===== config.mk =====
export PLATFORM = sky130hd
export DESIGN_NAME = seg_serial_driver
export DESIGN_NICKNAME = d
export VERILOG_FILES = /design/src/rtl/seg_pkg.sv /design/src/rtl/hex_to_seg.sv /design/src/rtl/seg_serial_driver.sv
export SDC_FILE = /design/constraint.sdc
export NUM_CORES = 1
export LEC_CHECK = 0
export BUFFER_PORTS_ARGS = -buffer_cell sky130_fd_sc_hd__buf_2
export CAP_MARGIN = 25
export CORE_ASPECT_RATIO = 0.9
export CORE_MARGIN = 5
export CORE_UTILIZATION = 52
export CTS_CLUSTER_DIAMETER = 40
export CTS_CLUSTER_SIZE = 25
export DETAILED_ROUTE_END_ITERATION = 16
export HOLD_SLACK_MARGIN = 0.12
export PLACE_DENSITY = 0.7
export SYNTH_ARGS = -nofsm -noshare
export SYNTH_HDL_FRONTEND = slang
export SYNTH_SLANG_ARGS = --single-unit

===== constraint.sdc =====
create_clock -name clk -period 3.2 [get_ports clk]
set_input_delay 0.32 -clock clk [delete_from_list [all_inputs] [get_ports clk]]
set_output_delay 0.32 -clock clk [all_outputs]
set_load 0.01 [all_outputs]

===== src/rtl/seg_pkg.sv =====
// Shared definitions for the serial seven-segment driver.
//   FRAME_W   : bits per frame (8 digits x 8 segment bits)
//   state_e   : driver state machine encoding
//   SEG_TABLE : active-low {dp,g,f,e,d,c,b,a} codes indexed by hex value;
//               bit7 (dp) is 1 (off) in every entry.
package seg_pkg;
  localparam int FRAME_W = 64;

  typedef enum logic [1:0] {
    IDLE     = 2'd0,
    SHIFT_LO = 2'd1,
    SHIFT_HI = 2'd2,
    LATCH    = 2'd3
  } state_e;

  // Entry 15 first, entry 0 last.
  localparam logic [15:0][7:0] SEG_TABLE = {
    8'h8E, 8'h86, 8'hA1, 8'hC6, 8'h83, 8'h88, 8'h90, 8'h80,
    8'hF8, 8'h82, 8'h92, 8'h99, 8'hB0, 8'hA4, 8'hF9, 8'hC0
  };
endpackage


===== src/rtl/hex_to_seg.sv =====
// Combinational hex digit to active-low seven-segment byte.
//   hex   : digit value 0..F
//   dp    : 1 = decimal point lit
//   blank : 1 = all segments off (overrides dp)
//   seg   : {dp,g,f,e,d,c,b,a}, active low
module hex_to_seg
  import seg_pkg::*;
(
  input  logic [3:0] hex,
  input  logic       dp,
  input  logic       blank,
  output logic [7:0] seg
);
  always_comb begin
    seg    = SEG_TABLE[hex];
    seg[7] = ~dp;
    if (blank) seg = 8'hFF;
  end
endmodule


===== src/rtl/seg_serial_driver.sv =====
// Serial driver for an 8-digit shift-register seven-segment display chain.
// A start request encodes data/dp/blank into a 64-bit frame which is shifted
// out MSB first (digit7 first); the receiver samples SEGLED_DO on the rising
// edge of SEGLED_CLK, then SEGLED_PEN latches the chain.
//   clk, RST         : system clock, synchronous active-high reset
//   start            : one-cycle frame request (queued if busy, latest wins)
//   data, dp, blank  : 8 hex digits, per-digit decimal point and blanking
//   SEGLED_CLK/DO    : serial clock / data
//   SEGLED_PEN       : latch strobe
//   SEGLED_CLR       : active-low chain clear, low only while in reset
//   busy, done       : frame in progress / one-cycle completion pulse
module seg_serial_driver
  import seg_pkg::*;
#(
  parameter int CLK_DIV = 2
) (
  input  logic        clk,
  input  logic        RST,
  input  logic        start,
  input  logic [31:0] data,
  input  logic [7:0]  dp,
  input  logic [7:0]  blank,
  output logic        SEGLED_CLK,
  output logic        SEGLED_DO,
  output logic        SEGLED_PEN,
  output logic        SEGLED_CLR,
  output logic        busy,
  output logic        done
);
  localparam logic [8:0] DIV_M1 = 9'(CLK_DIV - 1);
  localparam logic [8:0] LAT_M1 = 9'(2 * CLK_DIV - 1);

  logic [7:0][7:0]      enc;
  logic [FRAME_W-1:0]   frame;

  for (genvar g = 0; g < 8; g++) begin : g_enc
    hex_to_seg u_enc (
      .hex   (data[4*g +: 4]),
      .dp    (dp[g]),
      .blank (blank[g]),
      .seg   (enc[g])
    );
  end
  assign frame = enc;

  state_e             state_q, state_d;
  logic [8:0]         cnt_q, cnt_d;
  logic [5:0]         bit_q, bit_d;
  logic [FRAME_W-1:0] sr_q, sr_d, shadow_q, shadow_d;
  logic               pend_q, pend_d;
  logic               busy_q, busy_d, done_q, done_d;
  logic               sclk_q, sclk_d, sdo_q, sdo_d, pen_q, pen_d, clr_q, clr_d;

  always_comb begin
    state_d  = state_q;
    cnt_d    = cnt_q + 9'd1;
    bit_d    = bit_q;
    sr_d     = sr_q;
    shadow_d = shadow_q;
    pend_d   = pend_q;
    done_d   = 1'b0;
    clr_d    = 1'b1;

    // Requests during a frame are parked; a newer one replaces the older.
    if (start && state_q != IDLE) begin
      pend_d   = 1'b1;
      shadow_d = frame;
    end

    case (state_q)
      IDLE: begin
        cnt_d = '0;
        if (start) begin
          sr_d    = frame;
          bit_d   = '0;
          state_d = SHIFT_LO;
        end
      end
      SHIFT_LO: begin
        if (cnt_q == DIV_M1) begin
          cnt_d   = '0;
          state_d = SHIFT_HI;
        end
      end
      SHIFT_HI: begin
        if (cnt_q == DIV_M1) begin
          cnt_d = '0;
          if (bit_q == 6'd63) begin
            state_d = LATCH;
          end else begin
            bit_d   = bit_q + 6'd1;
            sr_d    = {sr_q[FRAME_W-2:0], 1'b0};
            state_d = SHIFT_LO;
          end
        end
      end
      LATCH: begin
        if (cnt_q == LAT_M1) begin
          cnt_d   = '0;
          done_d  = 1'b1;
          state_d = IDLE;
          // Chain straight into a queued frame; a start in this very
          // cycle is newer than the shadow copy.
          if (start || pend_q) begin
            sr_d    = start ? frame : shadow_q;
            bit_d   = '0;
            pend_d  = 1'b0;
            state_d = SHIFT_LO;
          end
        end
      end
      default: state_d = IDLE;
    endcase

    // Outputs are registered copies of what the next state implies.
    busy_d = (state_d != IDLE);
    sclk_d = (state_d == SHIFT_HI);
    pen_d  = (state_d == LATCH);
    sdo_d  = (state_d == SHIFT_LO || state_d == SHIFT_HI) ? sr_d[FRAME_W-1] : 1'b0;
  end

  always_ff @(posedge clk) begin
    if (RST) begin
      state_q  <= IDLE;
      cnt_q    <= '0;
      bit_q    <= '0;
      sr_q     <= '0;
      shadow_q <= '0;
      pend_q   <= 1'b0;
      busy_q   <= 1'b0;
      done_q   <= 1'b0;
      sclk_q   <= 1'b0;
      sdo_q    <= 1'b0;
      pen_q    <= 1'b0;
      clr_q    <= 1'b0;
    end else begin
      state_q  <= state_d;
      cnt_q    <= cnt_d;
      bit_q    <= bit_d;
      sr_q     <= sr_d;
      shadow_q <= shadow_d;
      pend_q   <= pend_d;
      busy_q   <= busy_d;
      done_q   <= done_d;
      sclk_q   <= sclk_d;
      sdo_q    <= sdo_d;
      pen_q    <= pen_d;
      clr_q    <= clr_d;
    end
  end

  assign SEGLED_CLK = sclk_q;
  assign SEGLED_DO  = sdo_q;
  assign SEGLED_PEN = pen_q;
  assign SEGLED_CLR = clr_q;
  assign busy       = busy_q;
  assign done       = done_q;
endmodule


## Word-level counts from Yosys, hierarchy flattened

Memory sizes are Yosys's and may differ from the RTL's.
Cells that the tools add are included.

| storage, ports and cells | value |
|---|---|
| ROM bits | 1,024 |
| memories kept | 8 |
| input port bits | 51 |
| register bits | 152 |
| logic and storage cells | 111 |
| output and inout port bits | 6 |

| cells by class | value |
|---|---|
| equality and inequality tests | 14 |
| reductions and logical operators | 11 |
| $lt $le $gt $ge | 8 |
| multiplexer cells | 45 |
| add/subtract/negate cells | 2 |
| bitwise logic cells | 10 |

Memory list:

| memory | words | bits a word | rd ports | clocked after Yosys merged registers in | write ports | RTL line | source |
|---|---|---|---|---|---|---|---|
| (name not given) | 16 | 8 | 1 | 0 | 0 | hex_to_seg.sv:15 | `seg = SEG_TABLE[hex];` |
| (name not given) | 16 | 8 | 1 | 0 | 0 | hex_to_seg.sv:15 |  |
| (name not given) | 16 | 8 | 1 | 0 | 0 | hex_to_seg.sv:15 |  |
| (name not given) | 16 | 8 | 1 | 0 | 0 | hex_to_seg.sv:15 |  |
| (name not given) | 16 | 8 | 1 | 0 | 0 | hex_to_seg.sv:15 |  |
| (name not given) | 16 | 8 | 1 | 0 | 0 | hex_to_seg.sv:15 |  |
| +2 memories | - | - | - | - | - | - |  |

Operators with widths:

| kind | count |
|---|---|
| two-way mux 64 bit | 6 |
| case mux 64 bit (3 select lines) | 1 |
| two-way mux 8 bit | 8 |
| two-way mux 7 bit | 8 |
| < comparator 4 x 5 -> 1 bit, second input constant | 8 |
| two-way mux 6 bit | 5 |
| case mux 9 bit (3 select lines) | 1 |
| two-way mux 9 bit | 2 |
| case mux 6 bit (3 select lines) | 1 |
| two-way mux 2 bit | 5 |
| != test 2 bit, second input constant | 5 |
| inverter 1 bit | 10 |
| adder 9 x 1 -> 9 bit, second input constant | 1 |
| == test 9 x 1 -> 1 bit, second input constant | 1 |
| == test 9 x 2 -> 1 bit, second input constant | 1 |
| == test 2 bit, second input constant | 4 |
| case mux 2 bit (4 select lines) | 1 |
| two-way mux 1 bit | 7 |
| adder 6 x 1 -> 6 bit, second input constant | 1 |
| == test 6 bit, second input constant | 1 |
| AND reduction 6 bit | 1 |
| OR reduction 2 bit | 3 |
| == test 2 x 1 -> 1 bit, second input constant | 2 |
| nonzero test 2 bit | 2 |
| 4 further kinds | 5 |

## Longest topological paths before layout

Gate-level depths: netlist (run 1).

| depth | value |
|---|---|
| depth after elaboration | 8 |
| mapped depth | 10 |
| depth with buffers taken out | 9 |

## Modules after synthesis

Synthesis (run 1) repeated with hierarchy kept, for this count alone.

| unflattened totals | value |
|---|---|
| cell total of the unflattened synthesis | 967 |
| area, all modules | 8,891.0 um^2 |

Modules (own cells, without submodules):

| module | sequential area each (um^2) | area an instance (um^2) | instances | cells an instance |
|---|---|---|---|---|
| seg_serial_driver | 3,042.9 | 6,551.3 | 1 | 659 |
| hex_to_seg at g_enc[4].u_enc ... | 0.0 | 284.0 | 4 | 41 |
| hex_to_seg at g_enc[0].u_enc ... | 0.0 | 302.8 | 2 | 36 |
| hex_to_seg at g_enc[2].u_enc ... | 0.0 | 299.0 | 2 | 36 |

## Worst setup path after synthesis (run 1)

OpenSTA, ideal clock, no wires.

| timing | value |
|---|---|
| path type | register to register |
| start | register cnt_q[0] |
| end | register sr_q[57] |
| stages on the path, launching flop included | 8 |
| clock period less this slack | 2,474 ps |
| slack | 726 ps |
| data required time | 3,078 ps |
| path buffers | 1 |
| setup time | 122 ps |
| arrival time | 2,353 ps |
| cell sequence | dfxtp_1 ha_1 or4b_1 a211o_1 a2111oi_4 nor2_2 buf_6 a221o_1 |

| between the ends | value |
|---|---|
| word-level cells in the longest chain between the ends | 3 |
| elaborated cells on any way between the ends | 5 |
| classes of those cells | eq/ne (4); reduce/logical (1) |

Ends and longest elaborated chain:

| what | RTL line | source |
|---|---|---|
| start: declaration | seg_serial_driver.sv:47 | `logic [8:0] cnt_q, cnt_d;` |
| start signal: assignment | seg_serial_driver.sv:138 | `cnt_q <= cnt_d;` |
| == test 9 x 2 -> 1 bit / == test 9 x 1 -> 1 bit (equally long branches) | seg_serial_driver.sv:98, seg_serial_driver.sv:86 |  |
| != test 2 bit (no source line) | - |  |
| AND reduction 6 bit (no source line) * | - |  |
| end signal: assignment | seg_serial_driver.sv:140 | `sr_q <= sr_d;` |
| end: declaration | seg_serial_driver.sv:49 | `logic [FRAME_W-1:0] sr_q, sr_d, shadow_q, shadow_d;` |

Mark *: on every way between the ends. The rest lies on a longest branch, timed or not.
A chain may end at the register's enable or synchronous reset.

## Worst setup path after layout (run 1)

Ends and elaborated chain as after synthesis.

==> results of run 1 <==
## how the worst max path moves through the flow
stage	end	depth (start not counted)
after floorplan	sr_q[57]	7
after global placement	sr_q[39]	7
after detailed placement	sr_q[57]	7
after CTS	sr_q[39]	7
after global routing	sr_q[39]	7
final	sr_q[57]	7
## sequential cells by signal, summed over array words and instances (netlist names)
| name | cells |
|---|---|
| done | 1 |
| shadow_q | 64 |
| SEGLED_DO | 1 |
| pend_q | 1 |
| cnt_q | 9 |
| SEGLED_CLK | 1 |
| busy | 1 |
| bit_q | 6 |
| SEGLED_CLR | 1 |
| state_q | 2 |
| sr_q | 64 |
| SEGLED_PEN | 1 |
## critical path, delay by kind of cell, from the launching register on
kind | cells | cell delay [ns]
buffers and inverters | 1 | 0.20
and+or+nand+nor | 2 | 0.58
adders and majority gates | 1 | 0.19
AOI/OAI and AO/OA | 3 | 1.27
DFF | 1 | 0.41
## cells in the mapped netlist (2+ instances only)
cell | instances | area [sq um]
sky130_fd_sc_hd__a211o_1 | 2 | 17.52
sky130_fd_sc_hd__a211oi_1 | 72 | 540.5
sky130_fd_sc_hd__a21boi_0 | 2 | 15.01
sky130_fd_sc_hd__a21boi_1 | 2 | 15.01
sky130_fd_sc_hd__a21oi_1 | 14 | 70.07
sky130_fd_sc_hd__a221o_1 | 19 | 190.2
sky130_fd_sc_hd__a221oi_1 | 15 | 131.4
sky130_fd_sc_hd__a22o_1 | 38 | 332.8
sky130_fd_sc_hd__a22oi_1 | 50 | 375.4
sky130_fd_sc_hd__a311oi_1 | 13 | 113.9
sky130_fd_sc_hd__a31o_2 | 2 | 17.52
sky130_fd_sc_hd__a31oi_1 | 5 | 31.28
sky130_fd_sc_hd__and2_1 | 2 | 12.51
sky130_fd_sc_hd__and3_1 | 4 | 25.02
sky130_fd_sc_hd__buf_1 | 7 | 26.28
sky130_fd_sc_hd__buf_2 | 11 | 55.05
sky130_fd_sc_hd__buf_6 | 3 | 33.78
sky130_fd_sc_hd__clkbuf_1 | 58 | 217.7
sky130_fd_sc_hd__dfxtp_1 | 152 | 3043
sky130_fd_sc_hd__ha_1 | 68 | 850.8
sky130_fd_sc_hd__inv_1 | 44 | 165.2
sky130_fd_sc_hd__mux2_2 | 21 | 236.5
sky130_fd_sc_hd__mux2i_1 | 22 | 220.2
sky130_fd_sc_hd__mux4_2 | 5 | 112.6
sky130_fd_sc_hd__nand2_1 | 31 | 116.4
sky130_fd_sc_hd__nand2b_1 | 17 | 106.4
sky130_fd_sc_hd__nand3_1 | 13 | 65.06
sky130_fd_sc_hd__nor2_1 | 118 | 442.9
sky130_fd_sc_hd__nor2b_1 | 13 | 81.33
sky130_fd_sc_hd__nor3_1 | 35 | 175.2
sky130_fd_sc_hd__nor3b_1 | 3 | 22.52
sky130_fd_sc_hd__nor4_1 | 6 | 37.54
sky130_fd_sc_hd__nor4b_1 | 2 | 17.52
sky130_fd_sc_hd__o211ai_1 | 5 | 37.54
sky130_fd_sc_hd__o21a_1 | 2 | 15.01
sky130_fd_sc_hd__o21ai_0 | 55 | 275.3
sky130_fd_sc_hd__o221ai_1 | 2 | 17.52
sky130_fd_sc_hd__o2bb2ai_1 | 7 | 61.31
sky130_fd_sc_hd__o311ai_0 | 2 | 17.52
sky130_fd_sc_hd__o31ai_1 | 2 | 15.01
sky130_fd_sc_hd__or2_2 | 2 | 12.51
sky130_fd_sc_hd__or3_1 | 4 | 25.02
sky130_fd_sc_hd__or3b_2 | 2 | 17.52
sky130_fd_sc_hd__xnor2_1 | 4 | 35.03
sky130_fd_sc_hd__xor2_1 | 6 | 52.55
## final cells by class
cell class | instances | area share, %
tap | 207 | 2.643
clock inverter | 8 | 1.723
sequential | 152 | 31.05
clock buffer | 22 | 4.736
timing repair buffer | 78 | 5.056
inverter | 45 | 1.723
multi-input combinational | 706 | 53.07
## power by group through the flow
stage                     Sequential, mW  Clock (mW)  Combinational, mW
after floorplan                     2.11           0              0.549
after global placement              2.12           0              0.744
after detailed placement            2.12           0              0.758
after CTS                           2.09        2.20              0.767
after global routing                2.10        2.29              0.859
final                               2.09        2.18              0.768
## per-stage QoR
stage,hold WS [ns],total power [mW]
after floorplan,0.4288,2.658
after global placement,0.4475,2.868
after detailed placement,0.4513,2.882
after CTS,0.1313,5.057
after global routing,0.1251,5.248
final,0.1357,5.034
## logic make-up (layout without fill, tap and decap cells)
logic type	Yosys count	in the layout	share of synthesized area, %
fa+ha+maj	68	68	9.769
mux	48	48	6.536
compound gates	321	321	27.86
buf+inv	124	153	5.761
flops	152	152	34.94
xor+xnor	10	10	1.006
simple gates	259	259	14.14
## per-layer routing
metal	vias to the layer above	GRT usage [%]	part of all wire [%]
met5	-	0	0
met4	0	5.590	1.2
met3	18	3.967	4.8
met2	186	32.48	44
met1	3491	30.22	50
li1	3689	-	-
## cell usage in the layout (no fill, tap or decap), types with 4 or more instances in the layout
cell type	n
sky130_fd_sc_hd__and3_1	4
sky130_fd_sc_hd__nor4_1	6
sky130_fd_sc_hd__dlygate4sd3_1	5
sky130_fd_sc_hd__buf_2	56
sky130_fd_sc_hd__a22o_1	38
sky130_fd_sc_hd__inv_1	44
sky130_fd_sc_hd__a311oi_1	13
sky130_fd_sc_hd__a211oi_1	72
sky130_fd_sc_hd__ha_1	68
sky130_fd_sc_hd__o21ai_0	55
sky130_fd_sc_hd__xor2_1	6
sky130_fd_sc_hd__nand3_1	13
sky130_fd_sc_hd__o2bb2ai_1	7
sky130_fd_sc_hd__buf_4	14
sky130_fd_sc_hd__or3_1	4
sky130_fd_sc_hd__a31oi_1	5
sky130_fd_sc_hd__nor3_1	35
sky130_fd_sc_hd__nand2b_1	17
sky130_fd_sc_hd__clkbuf_16	17
sky130_fd_sc_hd__mux2_2	21
sky130_fd_sc_hd__a22oi_1	50
sky130_fd_sc_hd__dfxtp_1	152
sky130_fd_sc_hd__a221oi_1	15
sky130_fd_sc_hd__nor2_1	117
sky130_fd_sc_hd__mux2i_1	22
sky130_fd_sc_hd__nor2b_1	13
sky130_fd_sc_hd__a221o_1	19
sky130_fd_sc_hd__o211ai_1	5
sky130_fd_sc_hd__mux4_2	5
sky130_fd_sc_hd__nand2_1	31
sky130_fd_sc_hd__xnor2_1	4
sky130_fd_sc_hd__a21oi_1	13
sky130_fd_sc_hd__bufinv_16	5
==> results, run 1 <==
- Input and output buffers added on the ports amount to 56.
- The internal power of the cells is around 3.7 mW.
- Based on the critical path, the design can be clocked at up to 354.6 MHz.
- Setup slack on the worst reg-to-reg path comes out at 0.38 ns.
- The start point of the worst min-delay path is dp[1].
- The core occupancy in the finished layout is 60.14%.
- The violation count after the first detailed-routing iteration is 588.
- In this run the horizontal extent of the chip is 146.4 um.
- Summing every instance area after synthesis gives 8710 sq um.
- The die is 132.8 um tall.
- The combinational share of power is 15.3%.
- The area growth from synthesis to layout is 12.53%.
- The number of clock sinks seen by CTS is 152.
- The number of distinct library cells after synthesis is 65.
- The run finished with clean final reports.
- Per report_power, the clock group accounts for 43.3% of the total.
- The number of filler cells placed in the layout is 1417.
- Summed over all nets, the half-perimeter wirelength after detailed placement is 12930 um.
- The cell sitting at the root of the clock tree is a sky130_fd_sc_hd__clkbuf_16.
- The worst IR drop on VDD is 0.2768 mV.
- The H-tree was split into 4 levels.
- The count of nets left with antenna violations once routing finished came out at 0.
- The core region is 16300 sq um.
- The total clock buffers created by CTS is 17.
- Dividing the detail-routed via count by the number of cells gives 6.062.
- The worst reg2reg path endpoint is sr_q[57].
- Pin placement for this block handled 57 I/O pins.
- The number of buffers added for setup after CTS is 0.
- The cell count after placement is 1183.
- The maximum number of buffers from clock root to sink is 2.
- The final-report max-slew violation count came to 0.
- Once the floorplan was initialized, standard cells occupied a little over half of the core.
- The predominant post-synthesis flop cell is sky130_fd_sc_hd__dfxtp_1.
- The leakage power figure is 3.836 nW.
- The count of nets after finishing is 1119.
- The via count is 7384.
- Traced cell by cell, the critical path runs through ha_1 > or4b_1 > a211o_1 > a2111oi_4 > nor2_4 > buf_12 > a221o_1.
- The accumulated negative setup slack is 0 ns.
- The analysis attributes to net switching a power of 1.295 mW.
- The multi-input gate area in the final layout is 5201 sq um.
- The maximum fanout encountered on the critical timing path is 63.
- The number of cells on the worst reg-to-reg path is 7.
- The worst setup skew after layout is 0.006070 ns.
- At the later pin of the worst-skew pair, clock insertion delay measures 0.42 ns.
- The post-synthesis net count is 1101.
- The tightest slew margin relative to the limit is about half.
- The data required time at the worst endpoint is 3.50 ns.
- The type of the tightest min-delay check is input pin to flip-flop.
- The count of mapped cells out of synthesis is 982.
- In this run the power density over the cells is 513.7 nW/um^2.
- For this run, the slowest stage of the critical path takes 0.52 ns.
- By startpoint and endpoint, the worst setup path is classified as flip-flop to flip-flop.
- Setup repair after global routing left no endpoint under its margin.
- The non-filler instance count after layout is 1218.
- The number of global-route vias before repair was 6945.
- The final period utilization is 88.12%.
- Entering global routing, the biggest net connects 76 pins.
- For this run, asynchronously set or reset flops after synthesis account for 0%.
- After layout, the minimum clock period comes to 2.820 ns.
- The startpoint of the most critical setup path is cnt_q[0].
- The sequential fraction of design power is between 40% and 50%.
- The fraction of final layout cells sized beyond drive strength 1 is roughly 14%.
- The final setup violation count is 0.
- The quantity of hold-fixing buffers added after cts is 5.
- The first global-routing pass estimated 34670 um of wire.
- The worst setup path is launched from a flip-flop.
- The routability congestion estimate is 0.8463.
- The number of antenna violations at the first check in global routing is 0.
- The warning count from the yosys run is 0.
- The total wirelength of the detailed-routed design is ~20000 um.
- 0 antenna diodes ended up in the layout.
- The average instance in the mapped netlist occupies 8.869 sq um.
- The endpoint kind of the worst setup timing path is a flip-flop.
- The total of max-cap violations is 0.
- The path with the worst hold slack has its endpoint at shadow_q[15].
- Clock-pin slew was measured on the worst setup and hold paths at 0.06 ns.
- Along the worst hold path, the cell count comes to 2.
- The actual slew at the worst max-slew pin is about 0.75 ns.
- The final number of hold-violating endpoints came to 0.
- The proportion of total power due to net switching is roughly 26%.
- TritonCTS built the clock tree.
- The first detailed-routing pass ran for 5 iterations.
- The critical path arrival is 3.12 ns.
- The number of register bits inferred by synthesis is roughly 150.
- The placed standard-cell area is 9117 sq um.
- Prior to clock tree synthesis, the placed netlist has a worst setup slack of ~0.42 ns.
- The count of cells resized by post-cts repair is 0.
- The total overflow reported by the global router is 0.
- The DRC violation count after routing is 0.
- Sequential elements use between 30% and 40% of the synthesized area.
- The initialized floorplan defines 44 standard-cell rows.
- The overall die area is 19440 sq um.
- In this run the critical register-to-register path is launched from cnt_q[0].
- The post-route worst setup slack is 0.3801 ns.
- The detailed-route wire length per cell is 16.82 um.
- The overall fraction of global-route tracks in use is 21.02%.
- The area of all sequential standard cells is 3043 sq um.
- The number of flops mapped to enable cells by yosys is 0.
- The post-route standard cell area excluding fillers is ~9800 sq um.
- The slowest stage of the critical path belongs to the cell sky130_fd_sc_hd__or4b_1.
Power figures use the tool's default switching activity.
==> run 2, diff against run 1 <==
- ABC_AREA: default -> 1
- RECOVER_POWER: default -> 25
- TNS_END_PERCENT: default -> 10
==> run 2 against run 1 <==
Net effect: critical endpoint is now sr_q[9]; clock skew increased by 0.0082 ns; combinational power grew 65%; maximum frequency increased by 2.8%; count of clock-buffer cells in the layout stayed put; clock power shrank 4%; wire length grew 31%; sequential share of layout area shrank 3.3 points; synthesized area rose by 15%; via count is 37% higher; design area increased by 12%; the flow now finishes with violations (max-capacitance violations, max-slew violations); core utilization shrank 2.5 points; largest power group is now registers.
==> results, run 2 <==
- The total overflow reported by the global router is 0 (unchanged).
- The overall die area is 22110 sq um (+14%).
- The combinational share of power is 23.0% (+7.7 points).
- The post-route worst setup slack is 0.4577 ns (+0.07758 ns).
- The critical path ends at sr_q[9].
- The total of max-cap violations came to 1 (+1).
- The number of H-tree levels is 4 (unchanged).
- Leaving out fill and tap cells, the most frequent cells in the layout are 398 x sky130_fd_sc_hd__nand2_1, 236 x sky130_fd_sc_hd__nand3_1, 152 x sky130_fd_sc_hd__dfxtp_1.
- Relative to the synthesized area, the layout overhead comes to 9.695%.
- The clock period minus worst slack is 2.742 ns (-0.07758 ns).
- The data required time at the worst endpoint is 3.55 ns (+0.05 ns).
- The number of clock sinks seen by CTS is 152 (unchanged).
- The tree is rooted in a sky130_fd_sc_hd__clkbuf_16.
- The startpoint of the most critical setup path is state_q[0].
- The area of the core region is 19040 sq um (+17%).
- The routability congestion estimate is 0.9162 (+8.3%).
- The total wirelength of the detailed-routed design came to 26770 um (+31%).
- The floorplan die width is 156.2 um (+6.7%).
- The startpoint class of the critical path is a flip-flop.
- The proportion of total power due to net switching is 31.32% (+5.6 points).
- The final-report max-slew violation count was 32 (+32).
- The number of antenna violations at the first check in global routing is 0 (unchanged).
- The number of vias per cell is 5.513 (-9.1%).
- The leakage power figure was 5.000 nW (+30%).
- The number of register bits inferred by synthesis is 152 (unchanged).
- The count of buffers from port buffering came to 56 (unchanged).
- The detailed-route wire length per cell is 14.58 um (-13%).
- The multi-input gate area in the final layout is 5932 sq um (+14%).
- The proportion of synthesized flip-flops having asynchronous set or reset is 0% (unchanged).
- The number of antenna cells inserted is 0 (unchanged).
- sky130_fd_sc_hd__nand2_1 is the most common cell in the netlist.
- The worst setup skew after layout is 0.01432 ns (+0.008247 ns).
- The number of flops mapped to enable cells by yosys is 0 (unchanged).
- The most common cell after layout, fill and taps aside is sky130_fd_sc_hd__nand2_1.
- The setup slack at placement is 0.5007 ns (+0.08081 ns).
- The vertical die dimension is 141.6 um (+6.6%).
- The accumulated negative setup slack came to 0 ns (unchanged).
- The final period utilization came to 85.70% (-2.4 points).
- The checks that failed: max-capacitance violations, max-slew violations.
- The total clock buffers created by CTS is 17 (unchanged).
- The violation count after the first detailed-routing iteration came to 762 (+30%).
- In this run the critical register-to-register path is captured at sr_q[9].
- The flop-to-flop setup slack is 0.46 ns (+0.08 ns).
- The most used flip-flop cell after synthesis is sky130_fd_sc_hd__dfxtp_1.
- The internal power of the cells came to 3.803 mW (+1.7%).
- The number of filler cells placed in the layout came to 1891 (+33%).
- The average cell area after synthesis is 6.334 sq um (-29%).
- The area of the mapped netlist came to 10000 sq um (+15%).
- The number of cell instances on the worst register-to-register path was 10 (+3).
- The clock-pin slew of the registers on the worst-case setup and hold paths is 0.06 ns (about the same).
- The DRC violation count after routing came to 0 (unchanged).
- The actual slew at the worst max-slew pin is 1.537 ns (+0.7866 ns).
- The number of global-route vias before repair is 9460 (+36%).
- The top cell type's share of synthesized area is 30.42% (-4.5 points).
- Setup repair after global routing left no endpoint under its margin.
- The top-level port count came to 57 (unchanged).
- The via count is 10122 (+37%).
- The flow ran to the end, but the final reports show violations.
- The number of distinct library cells after synthesis is 32 (-51%).
- The clock share of power is 37.7% (-5.6 points).
- The largest net degree at the start of global routing is 71 (-6.6%).
- The sequential fraction of design power is 39.3% (-2.2 points).
- sky130_fd_sc_hd__dfxtp_1 takes more of the synthesized area than any other cell.
- The worst IR drop on VDD is 0.3770 mV (+36%).
- The clock latency on the worst-skew pair is 0.43 ns (about the same).
- The global-route wire length before repair is 44990 um (+30%).
- The sequential cell area fraction in the yosys report came to 30.42% (-4.5 points).
- The overall fraction of global-route tracks in use is 24.19% (+3.2 points).
- The maximum fanout encountered on the critical timing path was 40 (-37%).
- The warning count from the yosys run is 0 (unchanged).
- The number of placement rows is 48 (+9.1%).
- The fraction of final layout cells sized beyond drive strength 1 was 7.503% (-6.6 points).
- The maximum number of buffers from clock root to sink is 2 (unchanged).
- The post-detailed-placement half-perimeter wirelength is 16870 um (+31%).
- The post-synthesis net count is 1698 (+54%).
- By count the netlist is led by 399 x sky130_fd_sc_hd__nand2_1, 236 x sky130_fd_sc_hd__nand3_1, 152 x sky130_fd_sc_hd__dfxtp_1.
- The worst setup path is captured at a flip-flop.
- The net switching power of the design was 1.734 mW (+34%).
- The final setup violation count is 0 (unchanged).
- TritonCTS built the clock tree.
- The number of iterations in the first detailed-routing pass came to 8 (+3).
- The type of the tightest min-delay check is input pin to flip-flop.
- The area of all sequential standard cells came to 3043 sq um (unchanged).
- The critical path in this run is classified as flip-flop to flip-flop.
- The power density of the placed cells is 504.7 nW/um^2 (-1.7%).
- The critical path arrival is 3.09 ns (-0.03 ns).
- The initial standard-cell utilization of the core is 52.54% (-0.91 points).
- The final number of hold-violating endpoints came to 0 (unchanged).
- The tightest slew margin relative to the limit is -2.476% (-52 points).
- The number of nets with antenna violations after routing is 0 (unchanged).
- The largest registers in the layout are shadow_q: 64 flops, sr_q: 64 flops, cnt_q: 9 flops.
- The count of cells resized by post-cts repair came to 0 (unchanged).
- The maximum frequency from static timing analysis is 364.7 MHz (+2.8%).
- The count of nets after finishing is 1693 (+51%).
- The reg-to-reg critical path startpoint is state_q[0].
- In the post-synthesis netlist, the biggest area contributors are sky130_fd_sc_hd__dfxtp_1 30%, sky130_fd_sc_hd__nand2_1 15%, sky130_fd_sc_hd__nand3_1 12%.
- The count of mapped cells out of synthesis is 1579 (+61%).
## run 2: cell count changes after synthesis, moves of 22 or more
cell	change
sky130_fd_sc_hd__a21oi_1	+84
sky130_fd_sc_hd__a22oi_1	-50
sky130_fd_sc_hd__inv_1	+104
sky130_fd_sc_hd__nand2_1	+368
sky130_fd_sc_hd__nor3_1	-31
sky130_fd_sc_hd__mux2i_1	-22
sky130_fd_sc_hd__nand4_1	+92
sky130_fd_sc_hd__o21ai_0	+29
sky130_fd_sc_hd__nand3_1	+223
sky130_fd_sc_hd__a22o_1	-38
sky130_fd_sc_hd__a211oi_1	-71
## run 2: worst min path at each step
stage,start,end,slack (ns),depth (start not counted)
floorplan,shadow_q[15],shadow_q[15],0.42,2
global placement,shadow_q[15],shadow_q[15],0.44,2
detailed placement,shadow_q[15],shadow_q[15],0.45,2
CTS,dp[6],shadow_q[55],0.19,4
global route,dp[6],shadow_q[55],0.21,4
finish,dp[2],shadow_q[23],0.21,4
## run 2: logic make-up (layout without fill, tap and decap cells)
kind of cell / Yosys count / in the layout / synth area share, %
simple gates: 892 / 892 / 39.62
buf+inv: 260 / 267 / 10.40
compound gates: 200 / 200 / 10.45
flops: 152 / 152 / 30.42
fa+ha+maj: 68 / 68 / 8.506
xor+xnor: 7 / 7 / 0.6130
## run 2: critical path: stages, from the launching register on
cell	delay (ns)
sky130_fd_sc_hd__dfxtp_1	0.43
sky130_fd_sc_hd__inv_1	0.13
sky130_fd_sc_hd__ha_1	0.26
sky130_fd_sc_hd__clkinv_1	0.07
sky130_fd_sc_hd__nor2_1	0.05
sky130_fd_sc_hd__a21oi_2	0.18
sky130_fd_sc_hd__nand3_4	0.10
sky130_fd_sc_hd__nor2_4	0.76
sky130_fd_sc_hd__buf_4	0.43
sky130_fd_sc_hd__nand2_1	0.11
sky130_fd_sc_hd__a21oi_1	0.14
## run 2: final cells by class
class / count / share of cell area [%]
clock buffers: 22 / 4.140
clock inverters: 9 / 1.357
inverters: 155 / 5.303
multi-input cells: 1167 / 54.07
flip-flops and latches: 152 / 27.73
well taps: 250 / 2.851
repair buffers: 81 / 4.550
## run 2: timing repair
action / CTS / global route
hold endpoints to repair: 1 / 0
setup buffers: 0 / 0
hold buffers: 1 / 0
## run 2: power by group through the flow
stage,Sequential [mW],Clock [mW],Combinational [mW]
floorplan,2.19,0,0.932
global placement,2.20,0,1.24
detailed placement,2.21,0,1.26
CTS,2.17,2.12,1.27
global route,2.19,2.21,1.44
finish,2.18,2.09,1.27
## run 2: stage by stage
| step | power (mW) | hold WS, ns | cells | area (sq um) | util, % |
|---|---|---|---|---|---|
| final | 5.538 | 0.2131 | 1836 | 10970 | 57.63 |
| after global placement | 3.446 | 0.4388 | 1804 | 10380 | 54.53 |
| after CTS | 5.559 | 0.1883 | 1836 | 11000 | 57.76 |
| after detailed placement | 3.467 | 0.4468 | 1804 | 10380 | 54.53 |
| after global routing | 5.841 | 0.2083 | 1836 | 10970 | 57.63 |
| after floorplan | 3.126 | 0.4246 | 1579 | 10000 | - |
## run 2: metal layers
layer  routed length [um]  vias to the layer above  GRT usage (%)
li1                     -                     5170              -
met5                    0                        -              0
met4                  369                        0          6.210
met1                12500                     4599          32.82
met3                 1703                       32          4.270
met2                12190                      321          40.03
